## src/rtl/input_capture_unit_if.sv

```systemverilog
// Control/status bus between the timer control logic and the input-capture unit.
// The control logic owns the master side; the capture unit the slave side.
interface input_capture_unit_if #(
   parameter int DATA_W = 16
);
   logic              i_cap_en;
   logic              i_cap_clr;
   logic [1:0]        i_cap_edge;
   logic              i_cap_nc_en;
   logic              i_cap_rd;
   logic [DATA_W-1:0] i_cnt_data;
   logic              o_cap_ic_flg;
   logic [DATA_W-1:0] o_cap_cnt_data;
   logic              o_cap_not_empty;
   logic              o_cap_ovr;

   modport master (
      output i_cap_en, i_cap_clr, i_cap_edge, i_cap_nc_en, i_cap_rd, i_cnt_data,
      input  o_cap_ic_flg, o_cap_cnt_data, o_cap_not_empty, o_cap_ovr
   );

   modport slave (
      input  i_cap_en, i_cap_clr, i_cap_edge, i_cap_nc_en, i_cap_rd, i_cnt_data,
      output o_cap_ic_flg, o_cap_cnt_data, o_cap_not_empty, o_cap_ovr
   );
endinterface

```

## src/rtl/input_capture_unit.sv

```systemverilog
// Input capture: pin synchroniser, optional noise canceller, edge detect and a
// small FIFO of counter snapshots with sticky overrun.
module input_capture_unit #(
   parameter int DATA_W      = 16,
   parameter int DEPTH       = 4,
   parameter int SYNC_STAGES = 2,
   parameter int NC_LEN      = 4
) (
   input  logic                 i_sysclk,
   input  logic                 i_sysrst_n,
   input  logic                 i_cap_pin,
   input_capture_unit_if.slave  cap
);
   localparam int AW = $clog2(DEPTH);
   localparam int CW = $clog2(NC_LEN);

   logic [SYNC_STAGES-1:0] sync_q;
   logic [SYNC_STAGES:0]   vld_pipe;
   logic                   sync_out, blanking;
   logic                   filt_q, prev_q, nc_en_q;
   logic [CW-1:0]          nc_cnt;
   logic                   rise, fall, edge_hit, cap_evt;

   assign sync_out = sync_q[SYNC_STAGES-1];
   // vld_pipe fills with ones after release; edges are ignored until it is full
   assign blanking = ~vld_pipe[SYNC_STAGES];

   always_ff @(posedge i_sysclk or negedge i_sysrst_n) begin
      if (!i_sysrst_n) begin
         sync_q   <= '0;
         vld_pipe <= '0;
      end else begin
         sync_q   <= {sync_q[SYNC_STAGES-2:0], i_cap_pin};
         vld_pipe <= {vld_pipe[SYNC_STAGES-1:0], 1'b1};
      end
   end

   always_ff @(posedge i_sysclk or negedge i_sysrst_n) begin
      if (!i_sysrst_n) begin
         filt_q  <= 1'b0;
         prev_q  <= 1'b0;
         nc_cnt  <= '0;
         nc_en_q <= 1'b0;
      end else begin
         nc_en_q <= cap.i_cap_nc_en;
         if (blanking) begin
            filt_q <= sync_out;
            prev_q <= sync_out;
            nc_cnt <= '0;
         end else begin
            prev_q <= filt_q;
            if (!cap.i_cap_nc_en) begin
               filt_q <= sync_out;
               nc_cnt <= '0;
            end else if ((cap.i_cap_nc_en != nc_en_q) || (sync_out == filt_q)) begin
               nc_cnt <= '0;
            end else if (nc_cnt == CW'(NC_LEN-1)) begin
               filt_q <= sync_out;
               nc_cnt <= '0;
            end else begin
               nc_cnt <= nc_cnt + CW'(1);
            end
         end
      end
   end

   assign rise = filt_q & ~prev_q;
   assign fall = ~filt_q & prev_q;

   always_comb begin
      edge_hit = rise;
      case (cap.i_cap_edge)
         2'b01:   edge_hit = fall;
         2'b10:   edge_hit = rise | fall;
         default: edge_hit = rise;
      endcase
   end

   assign cap_evt = cap.i_cap_en & edge_hit & ~blanking;

   logic [DATA_W-1:0] mem [DEPTH];
   logic [AW:0]       wr_ptr, rd_ptr;
   logic              empty, full, pop, wr_en, ovr_q, flg_q;

   assign empty = (wr_ptr == rd_ptr);
   assign full  = (wr_ptr[AW] != rd_ptr[AW]) && (wr_ptr[AW-1:0] == rd_ptr[AW-1:0]);
   assign pop   = cap.i_cap_rd & ~empty;
   // full + pop: the write lands in the slot being vacated, so newest becomes tail
   assign wr_en = cap_evt & ~cap.i_cap_clr & (~full | pop);

   always_ff @(posedge i_sysclk) begin
      if (wr_en) mem[wr_ptr[AW-1:0]] <= cap.i_cnt_data;
   end

   always_ff @(posedge i_sysclk or negedge i_sysrst_n) begin
      if (!i_sysrst_n) begin
         wr_ptr <= '0;
         rd_ptr <= '0;
         ovr_q  <= 1'b0;
         flg_q  <= 1'b0;
      end else begin
         flg_q <= cap_evt;
         if (cap.i_cap_clr) begin
            wr_ptr <= '0;
            rd_ptr <= '0;
            ovr_q  <= 1'b0;
         end else begin
            if (wr_en) wr_ptr <= wr_ptr + (AW+1)'(1);
            if (pop)   rd_ptr <= rd_ptr + (AW+1)'(1);
            if (cap_evt && full && !pop) ovr_q <= 1'b1;
         end
      end
   end

   assign cap.o_cap_ic_flg    = flg_q;
   assign cap.o_cap_not_empty = ~empty;
   assign cap.o_cap_cnt_data  = empty ? '0 : mem[rd_ptr[AW-1:0]];
   assign cap.o_cap_ovr       = ovr_q;
endmodule

```

## src/flat_wrapper.sv

```systemverilog
// flat-port wrapper written by rule: the top's interface ports become plain ports
module input_capture_unit_flat 
#(
   parameter int DATA_W      = 16,
   parameter int DEPTH       = 4,
   parameter int SYNC_STAGES = 2,
   parameter int NC_LEN      = 4
)
  (i_sysclk, i_sysrst_n, i_cap_pin, cap_i_cap_en, cap_i_cap_clr, cap_i_cap_edge, cap_i_cap_nc_en, cap_i_cap_rd, cap_i_cnt_data, cap_o_cap_ic_flg, cap_o_cap_cnt_data, cap_o_cap_not_empty, cap_o_cap_ovr);
  input_capture_unit_if #(.DATA_W(DATA_W)) cap_i ();
  input  logic i_sysclk;
  input  logic i_sysrst_n;
  input  logic i_cap_pin;
  input wire logic [$bits(cap_i.i_cap_en)-1:0] cap_i_cap_en;
  input wire logic [$bits(cap_i.i_cap_clr)-1:0] cap_i_cap_clr;
  input wire logic [$bits(cap_i.i_cap_edge)-1:0] cap_i_cap_edge;
  input wire logic [$bits(cap_i.i_cap_nc_en)-1:0] cap_i_cap_nc_en;
  input wire logic [$bits(cap_i.i_cap_rd)-1:0] cap_i_cap_rd;
  input wire logic [$bits(cap_i.i_cnt_data)-1:0] cap_i_cnt_data;
  output wire logic [$bits(cap_i.o_cap_ic_flg)-1:0] cap_o_cap_ic_flg;
  output wire logic [$bits(cap_i.o_cap_cnt_data)-1:0] cap_o_cap_cnt_data;
  output wire logic [$bits(cap_i.o_cap_not_empty)-1:0] cap_o_cap_not_empty;
  output wire logic [$bits(cap_i.o_cap_ovr)-1:0] cap_o_cap_ovr;
  assign cap_i.i_cap_en = cap_i_cap_en;
  assign cap_i.i_cap_clr = cap_i_cap_clr;
  assign cap_i.i_cap_edge = cap_i_cap_edge;
  assign cap_i.i_cap_nc_en = cap_i_cap_nc_en;
  assign cap_i.i_cap_rd = cap_i_cap_rd;
  assign cap_i.i_cnt_data = cap_i_cnt_data;
  assign cap_o_cap_ic_flg = cap_i.o_cap_ic_flg;
  assign cap_o_cap_cnt_data = cap_i.o_cap_cnt_data;
  assign cap_o_cap_not_empty = cap_i.o_cap_not_empty;
  assign cap_o_cap_ovr = cap_i.o_cap_ovr;
  input_capture_unit #(.DATA_W(DATA_W), .DEPTH(DEPTH), .SYNC_STAGES(SYNC_STAGES), .NC_LEN(NC_LEN)) u_core (.i_sysclk(i_sysclk), .i_sysrst_n(i_sysrst_n), .i_cap_pin(i_cap_pin), .cap(cap_i));
endmodule
```

## config.mk

```make
export PLATFORM = sky130hd
export DESIGN_NAME = input_capture_unit_flat
export DESIGN_NICKNAME = d
export VERILOG_FILES = /design/src/rtl/input_capture_unit_if.sv /design/src/rtl/input_capture_unit.sv /design/src/flat_wrapper.sv
export SDC_FILE = /design/constraint.sdc
export NUM_CORES = 1
export LEC_CHECK = 0
export BUFFER_PORTS_ARGS = -buffer_cell sky130_fd_sc_hd__buf_4
export CORE_ASPECT_RATIO = 2
export CORE_UTILIZATION = 55
export CTS_CLUSTER_SIZE = 24
export DETAILED_ROUTE_END_ITERATION = 7
export GPL_ROUTABILITY_DRIVEN = 0
export GPL_TIMING_DRIVEN = 0
export HOLD_SLACK_MARGIN = 0.08
export PLACE_DENSITY_LB_ADDON = 0.08
export RECOVER_POWER = 50
export SYNTH_ARGS = -nofsm -noshare
export SYNTH_HDL_FRONTEND = slang
export SYNTH_SLANG_ARGS = --single-unit
```

## constraint.sdc

```tcl
create_clock -name i_sysclk -period 3.7 [get_ports i_sysclk]
set_input_delay 0.74 -clock i_sysclk [delete_from_list [all_inputs] [get_ports i_sysclk]]
set_output_delay 0.74 -clock i_sysclk [all_outputs]
set_load 0.05 [all_outputs]
```

Word-level counts from Yosys, hierarchy flattened
Memories as Yosys holds them, arrays and structs flattened.
Cells that the tools add are included.
- bitwise operators: 14
- reductions and logical operators: 9
- $add $sub $neg: 3
- multiplexer cells: 19
- eq/ne operators: 10
- operators by type and width (kind ; number):
    $mux W16 ; 1
    $mux W3 ; 4
    $mux W1 ; 9
    $mux W2 ; 4
    $and A1 B1 Y1 ; 7
    $add A3 B1 Y3 const B ; 2
    $ne A3 B3 Y1 const B ; 2
    $reduce_bool A2 Y1 ; 3
    $not A1 Y1 ; 5
    $eq A2 B2 Y1 const B ; 2
    $eq A3 B3 Y1 ; 1
    $logic_and A1 B1 Y1 ; 3
    $add A2 B1 Y2 const B ; 1
    $eq A2 B1 Y1 const B ; 1
    $eq A2 B2 Y1 ; 1
    $ne A1 B1 Y1 ; 2
    $or A1 B1 Y1 ; 2
    $pmux W1 S2 ; 1
    $reduce_and A2 Y1 ; 1
    $eq A1 B1 Y1 ; 1
    $logic_not A1 Y1 ; 1
    $logic_or A1 B1 Y1 ; 1
- output and inout port bits: 19
- memories kept: 1
- bits in registers: 18
- bits in writable memories: 64
- input bits: 25
- logic and storage cells: 66
- memories (memory ; words ; bits a word ; rd ports ; clocked after Yosys merged registers in ; wr ports ; line ; text):
    u_core.mem ; 4 ; 16 ; 1 ; 0 ; 1 ; input_capture_unit.sv:81 ; logic [DATA_W-1:0] mem [DEPTH];

Longest topological paths before layout
Gate-level depths: netlist (run 1).
- depth after elaboration: 10
- gate-level depth with buffers: 6

Worst setup path after synthesis (run 1)
Ideal clock, no wire load.
- path kind: input -> register
- from: input cap_i_cap_edge[0]
- to: memory u_core.mem[0][0] (enable)
- library setup time: 0.413 ns
- setup slack: 0.390 ns
- cell stages on the path: 6
- required time: 3.287 ns
- path buffers: 0
- arrival: 2.897 ns
- path through: inv_1 ha_1 nor2b_1 a311oi_2 nand2b_1 nor3b_1
- word-level cells in the longest chain between the ends: 8
- ends and longest elaborated chain (element ; line ; text):
    from (decl) ; flat_wrapper.sv:16 ; input wire logic [$bits(cap_i.i_cap_edge)-1:0] cap_i_cap_edge;
    $eq A2 B2 Y1 / $eq A2 B1 Y1 (equally long branches) ; input_capture_unit.sv:72 ; case (cap.i_cap_edge)
    $pmux W1 S2 (*) ; input_capture_unit.sv:72 ;
    $and A1 B1 Y1 (*) (2 in series) ; input_capture_unit.sv:79 ; assign cap_evt = cap.i_cap_en & edge_hit & ~blanking;
    net u_core.cap_evt ; input_capture_unit.sv:22 ; logic rise, fall, edge_hit, cap_evt;
    $and A1 B1 Y1 (*) (2 in series) ; input_capture_unit.sv:89 ; assign wr_en = cap_evt & ~cap.i_cap_clr & (~full | pop);
    $mux W1 (*) ; input_capture_unit.sv:92 ; if (wr_en) mem[wr_ptr[AW-1:0]] <= cap.i_cnt_data;
    $mux W1 (implied by the code) (*) ; input_capture_unit.sv:92 ;
    to (decl) ; input_capture_unit.sv:81 ;
The timed path passes the listed nets; every way through them passes the cells marked *.

Final worst setup path (run 1)
- from: register u_core.rd_ptr[1]
- to: output cap_o_cap_cnt_data[12]
- word-level cells in the longest chain between the ends: 2
- ends and longest elaborated chain (element ; line ; text):
    from (decl) ; input_capture_unit.sv:82 ; logic [AW:0] wr_ptr, rd_ptr;
    from (signal assigned) ; input_capture_unit.sv:109 ; if (pop) rd_ptr <= rd_ptr + (AW+1)'(1);
    $mem_v2 Z4 W16 / $eq A3 B3 Y1 (equally long branches) ; n/a ;
    $mux W16 (*) ; input_capture_unit.sv:117 ; assign cap.o_cap_cnt_data = empty ? '0 : mem[rd_ptr[AW-1:0]];
    to (decl) ; flat_wrapper.sv:21 ; output wire logic [$bits(cap_i.o_cap_cnt_data)-1:0] cap_o_cap_cnt_data;
Mark *: on every way between the ends. The rest lies on a longest branch, timed or not.

==> results of run 1 <==
-- worst min-delay path by stage --
stage,startpoint,slack [ps],endpoint,cells past startpoint
after detailed placement,u_core.vld_pipe[0],340,u_core.vld_pipe[1],0
after global placement,u_core.sync_q[0],340,u_core.sync_q[1],0
after CTS,i_sysrst_n,260,u_core.prev_q,1
final,u_core.sync_q[0],350,u_core.sync_q[1],0
after floorplan,u_core.sync_q[0],330,u_core.sync_q[1],0
after global routing,u_core.sync_q[0],360,u_core.sync_q[1],0
-- cells in the mapped netlist (2+ instances only) --
| library cell | number |
|---|---|
| buf_4 | 2 |
| clkbuf_1 | 2 |
| dfrtp_1 | 18 |
| edfxtp_1 | 64 |
| ha_1 | 10 |
| inv_1 | 9 |
| mux2i_1 | 2 |
| mux4_2 | 16 |
| nand2_1 | 4 |
| nand2b_1 | 4 |
| nor2_1 | 8 |
| nor2b_1 | 18 |
| nor3b_1 | 4 |
| xor2_1 | 4 |
| xor2_2 | 2 |
-- metal layers --
metal	GRT usage [%]	wire length (um)	vias to the layer above
met5	0	0	-
met4	10.24	123	0
met3	5.714	263	10
met2	39.22	3418	50
met1	19.77	1963	857
li1	-	-	807
-- sequential cells by signal, indices dropped and copies added (netlist names), 2 cells and up --
register         flops
u_core.sync_q        2
u_core.mem          64
u_core.wr_ptr        3
u_core.vld_pipe      3
u_core.rd_ptr        3
u_core.nc_cnt        2
-- power by group through the flow --
stage / logic, mW / registers [mW] / clock network [mW]
floorplan: 0.192 / 1.04 / 0
detailed placement: 0.292 / 1.04 / 0
CTS: 0.293 / 1.02 / 0.843
global route: 0.299 / 1.02 / 0.875
finish: 0.279 / 1.02 / 0.822
global placement: 0.282 / 1.04 / 0
-- cell type report --
type,instances,area [um^2]
flip-flops and latches,82,2372
fillers,433,1893
multi-input cells,88,954.7
repair buffers,47,300.3
clock buffers,13,260.3
well taps,63,78.83
plain buffers,6,38.79
inverters,9,33.78
clock inverters,3,23.77
-- worst max-delay path, cell delays in order (launching register included) --
cell and delay, ps:
dfrtp_1 390, buf_6 160, xor2_2 210, nor3_2 530, buf_2 340, nor2b_1 80, buf_4 190
-- logic make-up after synthesis --
logic type	Yosys count
DFF	82
other	1
xor gates and xnor gates	6
buffers and inverters	15
and+or+nand+nor	45
adders and majority gates	10
AOI/OAI and AO/OA	5
muxes	21
-- metrics by stage --
stage | hold slack (ps) | std cells | setup WS (ps) | power (mW)
CTS | 259.6 | 311 | 615.0 | 2.153
finish | 353.7 | 311 | 711.7 | 2.118
global route | 357.4 | 311 | 547.6 | 2.193
global placement | 338.1 | 291 | -715.4 | 1.317
detailed placement | 337.3 | 295 | 330.1 | 1.328
floorplan | 331.2 | 185 | 390.2 | 1.228
-- cell usage in the layout (no fill, tap or decap), types with 2 or more instances in the layout --
cell,instances
ha_1,10
clkbuf_16,9
nor3b_2,4
inv_1,9
clkbuf_8,2
nor2_1,8
xor2_2,2
xor2_1,4
nor2b_1,18
edfxtp_1,64
clkbuf_1,22
clkinvlp_4,2
mux4_2,16
buf_4,26
mux2i_1,2
buf_6,5
dfrtp_1,18
nand2b_1,4
nand2_1,4
==> reports/qor.yml, run 1 <==
p_per_area_mw_per_mm2: 521.4
tightestPinTransition_ps: 950.6
synth_flop_cell: "edfxtp_1"
synth-seq-cells: 82
yosysWarnings: 0
antenna_cells: 0
switching_power_uw: 515.3
grt_max_degree: 19
area_delta_synth_final_pct: 20.21
r2r-end: "u_core.mem[1][5]"
synthMuxAreaShare_pct: 12.37
grt_pass1_vias: 1970
hold_class: "flop to flop"
cts_tree: "built"
rsz0062_at_grt: "no"
r2r_cells: 6
die_w_um: 57.43
cts.path.max_buffers: 2
design_area_mm2: 0.004063
num_vias: 1724
maxSlewViolCount: 0
finalSetupTns_ps: 0
internal-power_mw: 1.603
synth_top_area_cell: "edfxtp_1"
drive_above_1_share_pct: 30.24
fin_crit_sh_pct: 80.76
clock_sinks: 82
synth-compound-area-share_pct: 1.222
rrSetupSlack_ps: 800
grt_use_total_pct: 20.88
maxSlewHeadroom_pct: 36.35
synth_top_family_by_area: "multiplexers"
hold_viol: 0
synth_cell_types: 33
drtPass1Iterations: 6
dp_hpwl_mm: 4.281
p_leak_nw: 1.499
required_ps: 2960
wl_per_cell_um: 18.55
clock_skew_ps: 5.803
synthAdderAreaFrac_pct: 3.702
ctsRootBufferMaster: "clkbuf_16"
viasPerCell: 5.543
p_sw_share_pct: 24.33
die-height_um: 112.9
synthArstFlopShare_pct: 21.95
synthTopCellsByArea: "edfxtp_1, dfrtp_1, mux4_2"
yosys.area_share.simple_pct: 8.256
numCtsBuffers: 9
min_period_ps: 2988
drtAntennaViolNets: 0
path_class: "flop to output port"
placed_cell_area_mm2: 0.003846
synth_top_area_share_pct: 56.87
syn_inst: 185
outcome: "finished with violations"
syn_nets: 220
start_util_pct: 56.74
pwr-share-comb_pct: 13.2
synth-edff-count: 64
startpoint: "u_core.rd_ptr[1]"
syn_area_mm2: 0.003379
io_buffers: 43
die-area_mm2: 0.006481
cts_max_level: 3
routed_wl_mm: 5.769
crit_path_start_kind: "flop"
core_mm2: 0.005956
cts_setup_buffers: 0
clock_power_share_pct: 38.8
syn_avg_cell_area_um2: 18.27
drt_iter0_markers: 54
nets: 278
cp-end-kind: "output port"
worst_ir_drop_vdd_uv: 423.6
r2r_start: "u_core.filt_q"
violations: "DRC"
fin_util_pct: 68.21
drv_cap: 0
crit_fanout: 10
rows: 40
cts-resized-gates: 0
antenna_found_initial: 0
clk_pin_slew_worst_paths_ps: 60
ios: 44
cp.arrival_ps: 2250
synthXorXnorAreaFrac_pct: 1.999
grt_overflow: 0
yosysSeqAreaShare_pct: 70.20
drc_errors: 4
worstSkewPairLatency_ps: 330
setup_viol: 0
crit_path_end: "cap_o_cap_cnt_data[12]"
cts_hold_buf: 0
grt_pass1_wl_mm: 9.411
seqPwrFrac_pct: 48.0
fmax_mhz: 334.6
(Power assumes the default switching activity.)
==> run 2: changes to the inputs <==
--- a/config.mk
+++ b/config.mk
@@ -7,7 +7,7 @@
 export LEC_CHECK = 0
 export BUFFER_PORTS_ARGS = -buffer_cell sky130_fd_sc_hd__buf_4
 export CORE_ASPECT_RATIO = 2
-export CORE_UTILIZATION = 55
+export CORE_UTILIZATION = 51
 export CTS_CLUSTER_SIZE = 24
 export DETAILED_ROUTE_END_ITERATION = 7
 export GPL_ROUTABILITY_DRIVEN = 0
==> constraint.sdc (replaced) <==
create_clock -name i_sysclk -period 2.66 [get_ports i_sysclk]
set_input_delay 0.532 -clock i_sysclk [delete_from_list [all_inputs] [get_ports i_sysclk]]
set_output_delay 0.532 -clock i_sysclk [all_outputs]
set_load 0.05 [all_outputs]
==> reports/qor.yml, run 2 (synthesized netlist as in run 1, its figures left out) <==
outcome: "finished clean"
rrSetupSlack_ps: 160  # -640 ps
dp_hpwl_mm: 4.046  # -5.5%
die-height_um: 117.1  # +3.8%
tightestPinTransition_ps: 961.6  # +11.01 ps
crit_fanout: 10  # unchanged
grt_max_degree: 19  # unchanged
routed_wl_mm: 5.775  # +0.10%
num_vias: 1767  # +2.5%
numCtsBuffers: 9  # unchanged
clock_power_share_pct: 37.3  # -1.5 points
worstPathCellList: "buf_4 -> buf_6 -> mux4_2 -> nor2b_1 -> buf_4"
maxSlewViolCount: 0  # unchanged
min_period_ps: 2518
seqPwrFrac_pct: 48.8  # +0.8 points
hold_class: "primary input to flop"
hold_end: "u_core.sync_q[0]"
fin_crit_sh_pct: 94.67
grt_use_total_pct: 18.95  # -1.9 points
maxSlewHeadroom_pct: 35.90  # -0.46 points
fmax_mhz: 397.1
r2r-end: "u_core.mem[0][12]"
antenna_found_initial: 0  # unchanged
hp-start: "i_cap_pin"
clk_pin_slew_worst_paths_ps: 60  # about the same
antenna_cells: 0  # unchanged
p_leak_nw: 1.608  # +7.2%
cp.arrival_ps: 1990  # -260 ps
core_mm2: 0.006361  # +6.8%
cts_max_level: 3  # unchanged
rows: 41  # +2.5%
cpMostUsedCell: "buf_4"
whs_path_depth: 1  # +1
fin_util_pct: 66.50  # -1.7 points
die-area_mm2: 0.006976  # +7.6%
placed_cell_area_mm2: 0.003875  # +0.75%
crit_path_start_kind: "flop"
p_sw_share_pct: 24.73  # +0.40 points
drtPass1Iterations: 5  # -1
internal-power_mw: 2.182  # +36%
ctsRootBufferMaster: "clkbuf_16"
r2r_cells: 6  # unchanged
drive_above_1_share_pct: 33.71  # +3.5 points
clock_skew_ps: 6.816  # +1.013 ps
switching_power_uw: 717.1  # +39%
wl_per_cell_um: 16.50  # -11%
p_per_area_mw_per_mm2: 685.4  # +31%
hold_viol: 0  # unchanged
drt_iter0_markers: 48  # -11%
drc_errors: 0  # -4
cts.path.max_buffers: 2  # unchanged
cpMaxStageDelayCell: "mux4_2"
finalPower_mw: 2.900  # +37%
start_util_pct: 53.13  # -3.6 points
slowest_delay_ps: 520  # about the same
area_delta_synth_final_pct: 25.18
cp-end-kind: "output port"
grt_pass1_wl_mm: 8.990  # -4.5%
required_ps: 2130  # -830 ps
grt_pass1_vias: 1840  # -6.6%
largest_reg_flops: 64  # unchanged
worstSkewPairLatency_ps: 330  # about the same
layout_common_cells: "edfxtp_1, buf_4, clkbuf_1, nor2b_1, dfrtp_1"
pwr-share-comb_pct: 14.0  # +0.8 points
setup_viol: 0  # unchanged
design_area_mm2: 0.004230  # +4.1%
ios: 44  # unchanged
clock_sinks: 82  # unchanged
hold-worst-slack_ps: 324.1  # -29.60 ps
nets: 294  # +5.8%
cts_tree: "built"
io_buffers: 43  # unchanged
path_class: "flop to output port"
drtAntennaViolNets: 0  # unchanged
r2r_start: "u_core.filt_q"
mostFrequentLayoutCell: "edfxtp_1"
grt_overflow: 0  # unchanged
die_w_um: 59.56  # +3.7%
viasPerCell: 5.049  # -8.9%
worst_ir_drop_vdd_uv: 506.1  # +19%
drv_cap: 0  # unchanged
startpoint: "u_core.rd_ptr[0]"
[run 2: cell types whose count changed in the layout (fill, tap and decap cells not counted), sizes merged]
cell	change
buf	+15
clkbuf	-2
clkinv	+3
dlygate4sd3	+1
inv	-1
[run 2: cell type report]
class,count,area (um^2)
Buffer,6,43.79
Clock inverter,5,31.28
Sequential cell,82,2372
Multi-Input combinational cell,88,985.9
Tap cell,86,107.6
Timing Repair Buffer,63,422.9
Inverter,9,33.78
Clock buffer,11,232.7
Fill cell,496,2131
[run 2: critical path: cells and delay by family, from the launching register on]
| family | cells | cell delay [ps] |
|---|---|---|
| buffers and inverters | 3 | 640 |
| flip-flops | 1 | 340 |
| multiplexers | 1 | 520 |
| AND/OR/NAND/NOR | 1 | 140 |
[run 2: how the worst max path moves through the flow]
stage / to / slack (ps) / cells past startpoint
after CTS: u_core.mem[0][4] / -100 / 6
after detailed placement: u_core.mem[0][9] / -240 / 8
final: cap_o_cap_cnt_data[10] / 140 / 5
after floorplan: u_core.mem[0][0] / -440 / 6
after global placement: u_core.mem[1][9] / -1560 / 7
after global routing: u_core.mem[1][4] / -6 / 6
[run 2: metrics by stage]
step / TNS [ps] / worst slack (ps) / instances
6_report: 0 / 141.9 / 350
5_1_grt: -42.94 / -6.436 / 350
4_1_cts: -2504 / -99.30 / 336
3_5_place_dp: -8386 / -238.3 / 318
3_3_place_gp: -97530 / -1559 / 314
2_1_floorplan: -28280 / -441.8 / 185
[run 2: power groups by stage]
| stage | Combinational, mW | Clock, mW | Sequential, mW |
|---|---|---|---|
| 6_report | 0.405 | 1.08 | 1.41 |
| 2_1_floorplan | 0.266 | 0 | 1.44 |
| 3_5_place_dp | 0.404 | 0 | 1.44 |
| 5_1_grt | 0.435 | 1.14 | 1.42 |
| 4_1_cts | 0.413 | 1.11 | 1.41 |
| 3_3_place_gp | 0.390 | 0 | 1.44 |
[run 2: repair_timing]
| action | in CTS | in global routing |
|---|---|---|
| resized for setup | 2 | 5 |
| hold buffers | 1 | 0 |
| buffers inserted | 1 | 14 |
| pin swaps | 1 | 4 |
| hold endpoints to repair | 18 | 0 |
| setup endpoints to repair | 40 | 62 |
[run 2: per-layer routing]
layer | vias up | wire length [um] | part of all wire, % | global-route usage [%]
li1 | 843 | - | - | -
met1 | 881 | 2143 | 37 | 20.23
met2 | 36 | 3388 | 59 | 32.88
met3 | 7 | 163 | 2.8 | 4.725
met4 | 0 | 79 | 1.4 | 11.32
met5 | - | 0 | 0 | 0
==> run 3: changes to the inputs <==
--- a/config.mk
+++ b/config.mk
@@ -6,7 +6,6 @@
 export NUM_CORES = 1
 export LEC_CHECK = 0
 export BUFFER_PORTS_ARGS = -buffer_cell sky130_fd_sc_hd__buf_4
-export CORE_ASPECT_RATIO = 2
 export CORE_UTILIZATION = 51
 export CTS_CLUSTER_SIZE = 24
 export DETAILED_ROUTE_END_ITERATION = 7
==> reports/qor.yml, run 3 (synthesized netlist as in run 1, its figures left out) <==
cts_tree: "built"
die_w_um: 83.41  # +40%
antenna_found_initial: 0  # unchanged
rsz0062_at_grt: "no"
p_sw_share_pct: 25.30  # +0.57 points
hold_class: "primary input to flop"
drc_errors: 0  # unchanged
clock_sinks: 82  # unchanged
routed_wl_mm: 5.797  # +0.38%
mostFrequentLayoutCell: "edfxtp_1"
hold-worst-slack_ps: 320.2  # -3.956 ps
start_util_pct: 52.92  # -0.21 points
outcome: "finished clean"
crit_cells: 7  # +2
required_ps: 2710  # +580 ps
largest_reg_flops: 64  # unchanged
min_period_ps: 2510  # -8.172 ps
die-area_mm2: 0.006956  # -0.28%
r2r_cells: 7  # +1
numCtsBuffers: 9  # unchanged
seqPwrFrac_pct: 50.7  # +1.9 points
tightestPinTransition_ps: 968.6  # +7.081 ps
drtAntennaViolNets: 0  # unchanged
crit_buf_inv: 2  # -1
cp-end-kind: "flop"
slowest_delay_ps: 430  # -90 ps
maxSlewViolCount: 0  # unchanged
crit_fanout: 7  # -3
clk_pin_slew_worst_paths_ps: 80  # +20 ps
io_buffers: 43  # unchanged
cpMaxStageDelayCell: "dfrtp_1"
multiInputGateArea_um2: 999.7  # +1.4%
ios: 44  # unchanged
drive_above_1_share_pct: 33.72  # about the same
area_delta_synth_final_pct: 23.18
antenna_cells: 0  # unchanged
cpMostUsedCell: "buf_6"
core_mm2: 0.006386  # +0.39%
crit_path_start_kind: "flop"
clock_power_share_pct: 34.6  # -2.7 points
cp_top_family: "simple AND/OR/NAND/NOR gates"
use_met1_pct: 22.42  # +2.2 points
grt_pass1_wl_mm: 9.577  # +6.5%
fin_util_pct: 65.18  # -1.3 points
gr-max-usage-layer: "met2"
p_per_area_mw_per_mm2: 668.4  # -2.5%
use_met2_pct: 32.12  # -0.77 points
grt_max_degree: 19  # unchanged
rows: 29  # -29%
nets: 288  # -2.0%
fin_crit_sh_pct: 94.36  # -0.31 points
drtPass1Iterations: 4  # -1
grt_use_total_pct: 18.57  # -0.38 points
whs_path_depth: 1  # unchanged
grt_overflow: 0  # unchanged
clock_skew_ps: 6.209  # -0.6075 ps
worstSkewPairLatency_ps: 340  # about the same
fmax_mhz: 398.4  # +0.33%
cts_max_level: 3  # unchanged
internal-power_mw: 2.078  # -4.8%
setup_viol: 0  # unchanged
path_class: "flop to flop"
layout_common_cells: "edfxtp_1, buf_4, clkbuf_1, nor2b_1, dfrtp_1"
fill_cells: 464  # -6.5%
maxSlewHeadroom_pct: 35.42  # -0.47 points
die-height_um: 83.41  # -29%
pwr-share-comb_pct: 14.7  # +0.7 points
worst_ir_drop_vdd_uv: 341.9  # -32%
drv_cap: 0  # unchanged
num_vias: 1770  # +0.17%
viasPerCell: 5.284  # +4.7%
ctsRootBufferMaster: "clkbuf_8"
dp_hpwl_mm: 4.179  # +3.3%
drt_iter0_markers: 119  # +150%
hold_viol: 0  # unchanged
cts.path.max_buffers: 2  # unchanged
cp.arrival_ps: 2560  # +570 ps
use_met3_pct: 4.970  # +0.24 points
wl_per_cell_um: 17.30  # +4.9%
grt_pass1_vias: 1962  # +6.6%
worstPathCellList: "ha_1 -> nand2b_1 -> a311oi_4 -> nand2b_2 -> nor3b_4 -> buf_6 -> buf_6"
p_leak_nw: 1.574  # -2.1%
switching_power_uw: 704.0  # -1.8%
seq_area_mm2: 0.002372  # unchanged
## run 3: changes by cell type in the layout (fill, tap and decap cells not counted), moves of 2 or more
cell        previous run  this run
inv_6                  0         2
buf_4                 40        29
buf_6                  6        11
clkinvlp_4             2         0
clkbuf_8               0        10
clkbuf_16              9         1
clkinv_1               2         0
## run 3: path summary, 6_finish.rpt
check,end,from,slack [ps]
worst max-delay path,u_core.mem[2][7],u_core.filt_q,150
worst min-delay path,u_core.sync_q[0],i_cap_pin,320
worst max register to register,u_core.mem[2][7],u_core.filt_q,150
worst min register to register,u_core.vld_pipe[1],u_core.vld_pipe[0],360
max in group asynchronous,u_core.nc_cnt[0],i_sysrst_n,1210
min in group asynchronous,u_core.cap.o_cap_ovr,i_sysrst_n,870
## run 3: timing repair
action | in CTS | in global routing
pin swaps | 1 | 2
hold buffers | 1 | 0
gates resized for setup | 4 | 6
setup endpoints to repair | 28 | 37
hold endpoints to repair | 18 | 0
setup buffers | 1 | 4
## run 3: area by class of cell
cell class,instances,share of cell area [%]
Buffer,6,1.142
Sequential cell,82,56.99
Clock buffer,12,3.998
Tap cell,77,2.314
Inverter,9,0.8115
Timing Repair Buffer,57,9.438
Clock inverter,4,1.292
Multi-Input combinational cell,88,24.02
## run 3: metrics by stage
step	setup TNS [ps]	cell area, um^2	worst slack (ps)	cells	power, mW
2_1_floorplan	-28280	3379	-441.8	185	1.708
3_3_place_gp	-101920	3799	-1604	305	1.829
3_5_place_dp	-5936	3909	-233.0	313	1.845
4_1_cts	-788.7	4164	-63.19	331	2.811
5_1_grt	0	4163	29.31	335	2.884
6_report	0	4163	150.0	335	2.782
## run 3: power by group through the flow
| stage | Sequential [mW] | Combinational, mW | Clock (mW) |
|---|---|---|---|
| global route | 1.41 | 0.437 | 1.03 |
| global placement | 1.44 | 0.389 | 0 |
| finish | 1.41 | 0.408 | 0.963 |
| CTS | 1.41 | 0.418 | 0.981 |
| detailed placement | 1.44 | 0.405 | 0 |
| floorplan | 1.44 | 0.266 | 0 |
## run 3: routing by layer
metal,wire (um),part of all wire (%)
met5,0,0
met4,131,2.3
met3,278,4.8
met2,3060,53
met1,2326,40
